===== config.mk =====
export PLATFORM = sky130hd
export DESIGN_NAME = serial_bridge
export DESIGN_NICKNAME = d
export VERILOG_FILES = /design/src/rtl/serial_bridge.sv
export SDC_FILE = /design/constraint.sdc
export NUM_CORES = 1
export LEC_CHECK = 0
export CAP_MARGIN = 20
export CORE_MARGIN = 10
export CORE_UTILIZATION = 59
export DETAILED_ROUTE_END_ITERATION = 16
export GPL_TIMING_DRIVEN = 1
export MAX_ROUTING_LAYER = met4
export PLACE_DENSITY_LB_ADDON = 0.15
export SLEW_MARGIN = 20
export SYNTH_ARGS = -nofsm -noshare
export SYNTH_HDL_FRONTEND = slang
export SYNTH_HIERARCHICAL = 1
export SYNTH_SLANG_ARGS = --single-unit

===== constraint.sdc =====
create_clock -name clk -period 2.9 [get_ports clk]
set_input_delay 0.435 -clock clk [delete_from_list [all_inputs] [get_ports clk]]
set_output_delay 0.435 -clock clk [all_outputs]
set_load 0.01 [all_outputs]

===== src/rtl/serial_bridge.sv =====
// serial_bridge: serial command bridge that turns 8N1 byte commands into
// single-byte bus reads/writes and sends a one-byte reply.
module serial_bridge #(
    parameter int CLK_FREQ  = 25000000,
    parameter int SYM_RATE  = 9600,
    parameter int TO_CYCLES = 2500000
) (
    input  logic        clk,
    input  logic        rst,
    input  logic        rx,
    output logic        tx,
    output logic        bus_req,
    input  logic        bus_gnt,
    output logic        cs,
    output logic        we,
    output logic [15:0] addr,
    output logic [7:0]  dout,
    input  logic [7:0]  din,
    output logic        busy
);
    localparam int SYM_CNT = CLK_FREQ / SYM_RATE;
    localparam int SCW     = $clog2(SYM_CNT);
    localparam int TOW     = $clog2(TO_CYCLES);

    typedef enum logic [3:0] {
        S_IDLE, S_GET_AH, S_GET_AL, S_GET_D, S_REQ,
        S_ACC, S_CAP, S_SEND, S_TXW1, S_TXW2
    } state_t;

    state_t         state, state_nx;
    logic           rx_stb, rx_err;
    logic [7:0]     rx_dat;
    logic           tx_start, tx_busy;
    logic [7:0]     ah, al, wd;
    logic [7:0]     reply, reply_nx;
    logic           is_wr, is_wr_nx;
    logic [TOW-1:0] to_cnt;
    logic           in_get, timeout, byte_ok, byte_bad;

    serial_bridge_rx #(.SYM_CNT(SYM_CNT), .SCW(SCW)) u_rx (
        .clk(clk), .rst(rst), .rx(rx), .stb(rx_stb), .err(rx_err), .dat(rx_dat)
    );

    serial_bridge_tx #(.SYM_CNT(SYM_CNT), .SCW(SCW)) u_tx (
        .clk(clk), .rst(rst), .start(tx_start), .dat(reply), .tx(tx), .busy(tx_busy)
    );

    assign byte_ok  = rx_stb & ~rx_err;
    assign byte_bad = rx_stb & rx_err;
    assign in_get   = (state == S_GET_AH) || (state == S_GET_AL) || (state == S_GET_D);
    assign timeout  = in_get && !rx_stb && (to_cnt == TOW'(TO_CYCLES - 1));

    assign bus_req = (state == S_REQ) || (state == S_ACC) || (state == S_CAP);
    assign cs      = (state == S_ACC);
    assign we      = cs & is_wr;
    assign busy    = (state != S_IDLE);

    // state register; reset aborts any command in flight
    always_ff @(posedge clk) begin
        if (rst) state <= S_IDLE;
        else     state <= state_nx;
    end

    // next-state decode, reply selection and transmit handshake
    always_comb begin
        state_nx = state;
        reply_nx = reply;
        is_wr_nx = is_wr;
        tx_start = 1'b0;
        case (state)
            S_IDLE: if (byte_ok) begin
                if (rx_dat == 8'h57 || rx_dat == 8'h52) begin
                    is_wr_nx = (rx_dat == 8'h57);
                    state_nx = S_GET_AH;
                end else begin
                    reply_nx = 8'h3F;
                    state_nx = S_SEND;
                end
            end
            S_GET_AH: begin
                if (byte_bad || timeout) state_nx = S_IDLE;
                else if (byte_ok)        state_nx = S_GET_AL;
            end
            S_GET_AL: begin
                if (byte_bad || timeout) state_nx = S_IDLE;
                else if (byte_ok)        state_nx = is_wr ? S_GET_D : S_REQ;
            end
            S_GET_D: begin
                if (byte_bad || timeout) state_nx = S_IDLE;
                else if (byte_ok)        state_nx = S_REQ;
            end
            S_REQ: if (bus_gnt) state_nx = S_ACC;
            S_ACC: begin
                if (is_wr) begin
                    reply_nx = 8'h4B;
                    state_nx = S_SEND;
                end else begin
                    state_nx = S_CAP;
                end
            end
            S_CAP: begin
                reply_nx = din;
                state_nx = S_SEND;
            end
            S_SEND: if (!tx_busy) begin
                tx_start = 1'b1;
                state_nx = S_TXW1;
            end
            S_TXW1: if (tx_busy)  state_nx = S_TXW2;
            S_TXW2: if (!tx_busy) state_nx = S_IDLE;
            default: state_nx = S_IDLE;
        endcase
    end

    // inter-byte timeout: counts only while a command is partially received
    always_ff @(posedge clk) begin
        if (rst || !in_get || rx_stb) to_cnt <= '0;
        else                          to_cnt <= to_cnt + TOW'(1);
    end

    // bus address/data launch; held between accesses
    always_ff @(posedge clk) begin
        if (rst) begin
            addr <= '0;
            dout <= '0;
        end else if (state == S_REQ && bus_gnt) begin
            addr <= {ah, al};
            dout <= wd;
        end
    end

    // command field capture and reply holding register
    always_ff @(posedge clk) begin
        reply <= reply_nx;
        is_wr <= is_wr_nx;
        if (byte_ok) begin
            case (state)
                S_GET_AH: ah <= rx_dat;
                S_GET_AL: al <= rx_dat;
                S_GET_D:  wd <= rx_dat;
                default:  ;
            endcase
        end
    end
endmodule

// serial_bridge_rx: 8N1 receiver, mid-bit sampling, start on a falling edge.
module serial_bridge_rx #(
    parameter int SYM_CNT = 2604,
    parameter int SCW     = 12
) (
    input  logic       clk,
    input  logic       rst,
    input  logic       rx,
    output logic       stb,
    output logic       err,
    output logic [7:0] dat
);
    logic [2:0]     sync;
    logic           active;
    logic [SCW-1:0] cnt;
    logic [3:0]     bitn;

    // bit sampling: bitn 0 = start, 1..8 = data LSB first, 9 = stop
    always_ff @(posedge clk) begin
        stb <= 1'b0;
        if (rst) begin
            sync   <= 3'b111;
            active <= 1'b0;
            cnt    <= '0;
            bitn   <= '0;
            err    <= 1'b0;
        end else begin
            sync <= {sync[1:0], rx};
            if (!active) begin
                if (sync[2] && !sync[1]) begin
                    active <= 1'b1;
                    bitn   <= '0;
                    cnt    <= SCW'(SYM_CNT / 2 - 1);
                end
            end else if (cnt != '0) begin
                cnt <= cnt - SCW'(1);
            end else begin
                cnt <= SCW'(SYM_CNT - 1);
                if (bitn == 4'd0) begin
                    if (sync[1]) active <= 1'b0;
                    else         bitn   <= 4'd1;
                end else if (bitn == 4'd9) begin
                    active <= 1'b0;
                    stb    <= 1'b1;
                    err    <= ~sync[1];
                end else begin
                    dat  <= {sync[1], dat[7:1]};
                    bitn <= bitn + 4'd1;
                end
            end
        end
    end
endmodule

// serial_bridge_tx: 8N1 transmitter; start is ignored while busy.
module serial_bridge_tx #(
    parameter int SYM_CNT = 2604,
    parameter int SCW     = 12
) (
    input  logic       clk,
    input  logic       rst,
    input  logic       start,
    input  logic [7:0] dat,
    output logic       tx,
    output logic       busy
);
    logic [9:0]     sh;
    logic [SCW-1:0] cnt;
    logic [3:0]     bitn;

    assign tx = sh[0];

    // frame shifter: start bit, 8 data bits LSB first, stop bit
    always_ff @(posedge clk) begin
        if (rst) begin
            sh   <= '1;
            busy <= 1'b0;
            cnt  <= '0;
            bitn <= '0;
        end else if (!busy) begin
            if (start) begin
                sh   <= {1'b1, dat, 1'b0};
                busy <= 1'b1;
                cnt  <= SCW'(SYM_CNT - 1);
                bitn <= '0;
            end
        end else if (cnt != '0) begin
            cnt <= cnt - SCW'(1);
        end else begin
            cnt <= SCW'(SYM_CNT - 1);
            sh  <= {1'b1, sh[9:1]};
            if (bitn == 4'd9) busy <= 1'b0;
            else              bitn <= bitn + 4'd1;
        end
    end
endmodule


After elaboration in Yosys (flattened, before gate mapping):

Index checks and enable logic that the tools add are counted.

* equality and inequality tests: 29
* div/mod/pow operators: 0
* reduce and logical (&&, ||, !) cells: 35
* $lt $le $gt $ge: 0
* multiplexer cells: 51
* $add $sub $neg: 5
* bitwise gates (word level): 10
* multiply operators: 0
* shifts and indexed selects: 0

Operator list (number)
* 4-bit 2-to-1 mux: 21
* 12-bit 2-to-1 mux: 6
* 4-bit one-hot mux with 10 select lines: 1
* 10-bit 2-to-1 mux: 3
* 8-bit 2-to-1 mux: 3
* 8-bit one-hot mux with 3 select lines: 1
* 12-bit nonzero test: 2
* 12-bit by 1-bit subtractor with 12-bit output, second input constant: 2
* 22-bit by 1-bit adder with 22-bit output, second input constant: 1
* 22-bit equality test, second input constant: 1
* 4-bit by 3-bit equality test with 1-bit output, second input constant: 4
* 4-bit equality test, second input constant: 4
* 8-bit by 7-bit equality test with 1-bit output, second input constant: 2
* 2-bit inequality test, second input constant: 8
* 1-bit 2-to-1 mux: 14
* 4-bit AND reduction: 3
* 3-bit by 2-bit inequality test with 1-bit output, second input constant: 3
* 4-bit by 1-bit adder with 4-bit output, second input constant: 2
* 4-bit by 2-bit equality test with 1-bit output, second input constant: 2
* 4-bit logical NOT: 2
* 1-bit logical OR: 8
* 2-bit AND reduction: 4
* 8-bit AND reduction: 1
* 1-bit NOT: 7
* other kinds (13): 25

* memories: 0
* bits in latches: 0
* bits in read-only memories: 0
* bits in registers: 140
* input bits: 12
* RAM bits: 0

Longest topological paths before layout:

* word-level depth: 8
* mapped depth: 10
* depth with buffers taken out: 7

Cells and area by module:

Netlist, hierarchy kept.

Modules (own cells, without submodules)
* serial_bridge: seq. area each 1991.9 um2, cells each 331, instances 1, area an instance 3319.4 um2
* serial_bridge_rx: seq. area each 680.7 um2, cells each 154, instances 1, area an instance 1525.2 um2
* serial_bridge_tx: seq. area each 520.5 um2, cells each 161, instances 1, area an instance 1401.3 um2

Least setup slack after synthesis:

Ideal clock, no wire load.

* path kind: reg-to-reg
* start point: register state[2]
* end point: register reply[0] (enable)
* cell stages (with the launch flop): 7
* arrival time: 2.071 ns
* setup time: 0.388 ns
* clock period less this slack: 2.459 ns
* slack: 0.441 ns
* cell sequence: dfxtp_1 buf_6 or2b_1 clkbuf_1 nor2_1 nor2_1 a221oi_1

* word-level cells in the longest chain between the ends: 3
* elaborated cells on any way between the ends: 8

RTL lines
* start, declared: RTL line 30 `state_t state, state_nx;`
* start signal, assigned: RTL line 61 `else state <= state_nx;`
* 4-bit by 3-bit equality test with 1-bit output *
* via cs: RTL line 14 `output logic cs,`
* 2-bit by 1-bit inequality test with 1-bit output (no source line) or 3-bit nonzero test (tied branches)
* 4-bit AND reduction (no source line) *
* end signal, assigned: RTL line 134 `reply <= reply_nx;`
* end, declared: RTL line 35 `logic [7:0] reply, reply_nx;`

Mark *: on every way through the listed nets, which the timed path passes. The rest lies on a longest branch.
A chain may end at the register's enable or synchronous reset.

Final worst setup path:

* start point: register state[2]
* end point: output cs

* word-level cells in the longest chain between the ends: 1

RTL lines
* 4-bit by 3-bit equality test with 1-bit output: RTL line 54 `assign cs = (state == S_ACC);`
* end, declared: RTL line 14

No other way between the ends.

==> results.md <==
* Status: complete, no violations
* FF+latch count, synth at 139
* Worst-Margin Slew at 0.857 ns
* Adder-Cell Fraction of Synth Area at 2.00%
* Diodes inserted at 0
* Final hold vios at 0
* Clk sinks at 139
* Share of cells above drive strength 1 at 10.4%
* Num CTS Buffers at 17
* Via count at 4952
* Relative slew slack at 42.4%
* Final setup fails at 0
* Hold_buf cts at 0
* GRT Overall Usage at 19.5%
* Ys flop type: dfxtp_1
* Yosys warnings at 6
* XOR/XNOR Fraction of Synth Area at 2.80%
* Largest family of logic cells by synthesized area: simple AND/OR/NAND/NOR gates
* Fin crit period at 2.78 ns
* Nature of the critical path endpoint: output pin
* # DRC at 0
* Rows at 37
* Worst path required time at 2.47 ns
* Largest net degree at the start of global routing at 45
* DRT Pass-1 Iters at 5
* Synthesized instance count at 646
* Worst ir drop on vdd at 0.387 mV
* Core ar. at 10300 um2
* Crit Path Class: reg2out
* CTS tree: built
* PwrDens at 763 nW/um2
* Port bufs at 40
* Die width at 123 um
* Die Height at 123 um
* Fmax at 360 MHz
* Global-route wire length before repair at 23000 um
* Dpl hpwl at 9310 um
* CTS H-tree depth at 4
* Synth Area in Compound Gates at 15.2%
* Worst hold path class: in2reg
* Yosys cell types at 69
* Die area at 15100 um2
* 1st-iter DRT viols at 390
* Mapped Nets at 668
* Count of final max-slew check failures at 0
* Final instance area at 7300 um2
* GR Overflow Total at 0
* CP max FO at 10
* IO Count at 41
* Placed Area at 6700 um2
* Setup Buffers After CTS at 0
* Part of the Yosys area used for sequential elements at 51.1%
* Post-route clock skew at 0.00963 ns
* Commonest non-fill, non-tap cell in the layout: dfxtp_1
* Worst Path Arrival at 2.34 ns
* Syn_area_per_cell at 9.67 um2
* Max cap viols at 0
* Longest Clk Path Bufs at 2
* Post-synth ARST share at 0%
* Fillers at 738
* Clock slew at reported path FFs at 0.06 ns
* Place WS at 0.557 ns
* Sequential Area at 3190 um2
* Most frequent cells in the layout: dfxtp_1, nand2_1, a21oi_1, nor2_1, edfxtp_1
* GP Congestion at 0.928
* Area delta synth->final at 16.9%
* DRT Wirelength at 13800 um
* Final WS setup at 0.122 ns
* Nets at 704
* Simple-Gate Fraction of Synth Area at 24.6%
* Vias in the first global route at 4741
* Antenna violations before repair at 0
* P_leak at 2.46 nW
* Initial core utilization at 60.5%
* Post-synthesis instance area at 6250 um2
* Post-synthesis mux area share at 0.180%
* Setup TNS at 0 ns
* Wire per inst at 16.6 um
* Post-cts sizing count at 0
* Vias per std cell at 5.96
* RSZ-0062 raised after global routing: false
* Worst Setup Start Kind: register
* CTS Root Cell: clkbuf_8
* Post-route ant nets at 0
* Post-synth EDFFs at 41
* Worst skew pair latency at 0.53 ns
* Area taken by multi-input logic gates at 2800 um2
* Tcrit/Tclk final at 95.8%
path summary, 6_finish.rpt:
kind                 from            to  slack (ns)  cells after the start
max              state[2]            cs        0.12                      4
min                   rst   u_rx/cnt[3]        0.24                      2
max reg2reg      state[2]   u_tx/cnt[9]        0.51                      7
min reg2reg  u_rx/sync[0]  u_rx/sync[1]        0.41                      1
cell usage after synthesis (all sizes together) (7+ instances only):
cell	number	area share (%)
ha	10	2.0
nand3	22	1.8
a21oi	53	4.4
a31oi	14	1.4
inv	19	1.1
and4	7	0.98
a211oi	13	1.6
nand2	77	4.6
clkbuf	18	1.1
edfxtp	41	20
nor4	10	1.6
o21ai	21	1.7
nand4	10	1.1
nor2b	7	0.70
buf	15	1.9
xor2	8	1.1
nor2	48	2.9
and2	9	0.94
nor3	30	2.8
or3	17	1.7
dfxtp	98	31
xnor2	12	1.7
nand2b	7	0.70
registers in the layout, summed over array words and instances, names as in the netlist, 8 cells and up:
register / flops
u_rx/cnt: 12
reply: 8
u_tx/cnt: 12
wd: 8
addr: 16
al: 8
u_rx/dat: 8
dout: 8
ah: 8
u_tx/sh: 9
to_cnt: 22
cells by family after synthesis:
logic type	count (synthesis)
compound gates	144
xor+xnor	20
fa+ha+maj	10
buf+inv	52
flops	139
mux	1
simple gates	280
worst max-delay path, cell delays in order, from the launching register on:
cell and delay, ns:
dfxtp_1 0.47, or2b_1 0.38, nor2_1 0.24, buf_4 0.19
clkdlybuf4s50_1 0.54
final cells by class:
cell class	count	area share, %
clock buffers	17	5.67
clock inverters	15	2.52
inverters	19	0.977
multi-input cells	455	38.3
flip-flops and latches	139	43.7
well taps	136	2.33
repair buffers	50	6.44
metrics by stage:
stage	total power, W	util [%]	instances	hold slack, ns
global placement	0.00337	64.9	799	0.395
global route	0.00582	70.7	831	0.277
detailed placement	0.00342	64.9	799	0.395
CTS	0.00559	70.7	831	0.230
floorplan	0.00310	-	646	0.389
finish	0.00557	70.7	831	0.245
per-layer routing:
metal  vias up  part of all wire (%)  global-route usage (%)
li1       2428                     -                       -
met1      2380                    44                    23.9
met2       128                    49                    30.7
met3        16                   5.5                    4.01
met4         0                   1.4                    8.17
met5         -                     0                       -
report_power, final:
part           switching (W)  internal (W)
logic               0.000681      0.000449
registers           0.000139       0.00213
clock network       0.000849       0.00132
total                0.00167       0.00390
No activity file was read; power rests on OpenSTA's default activity.
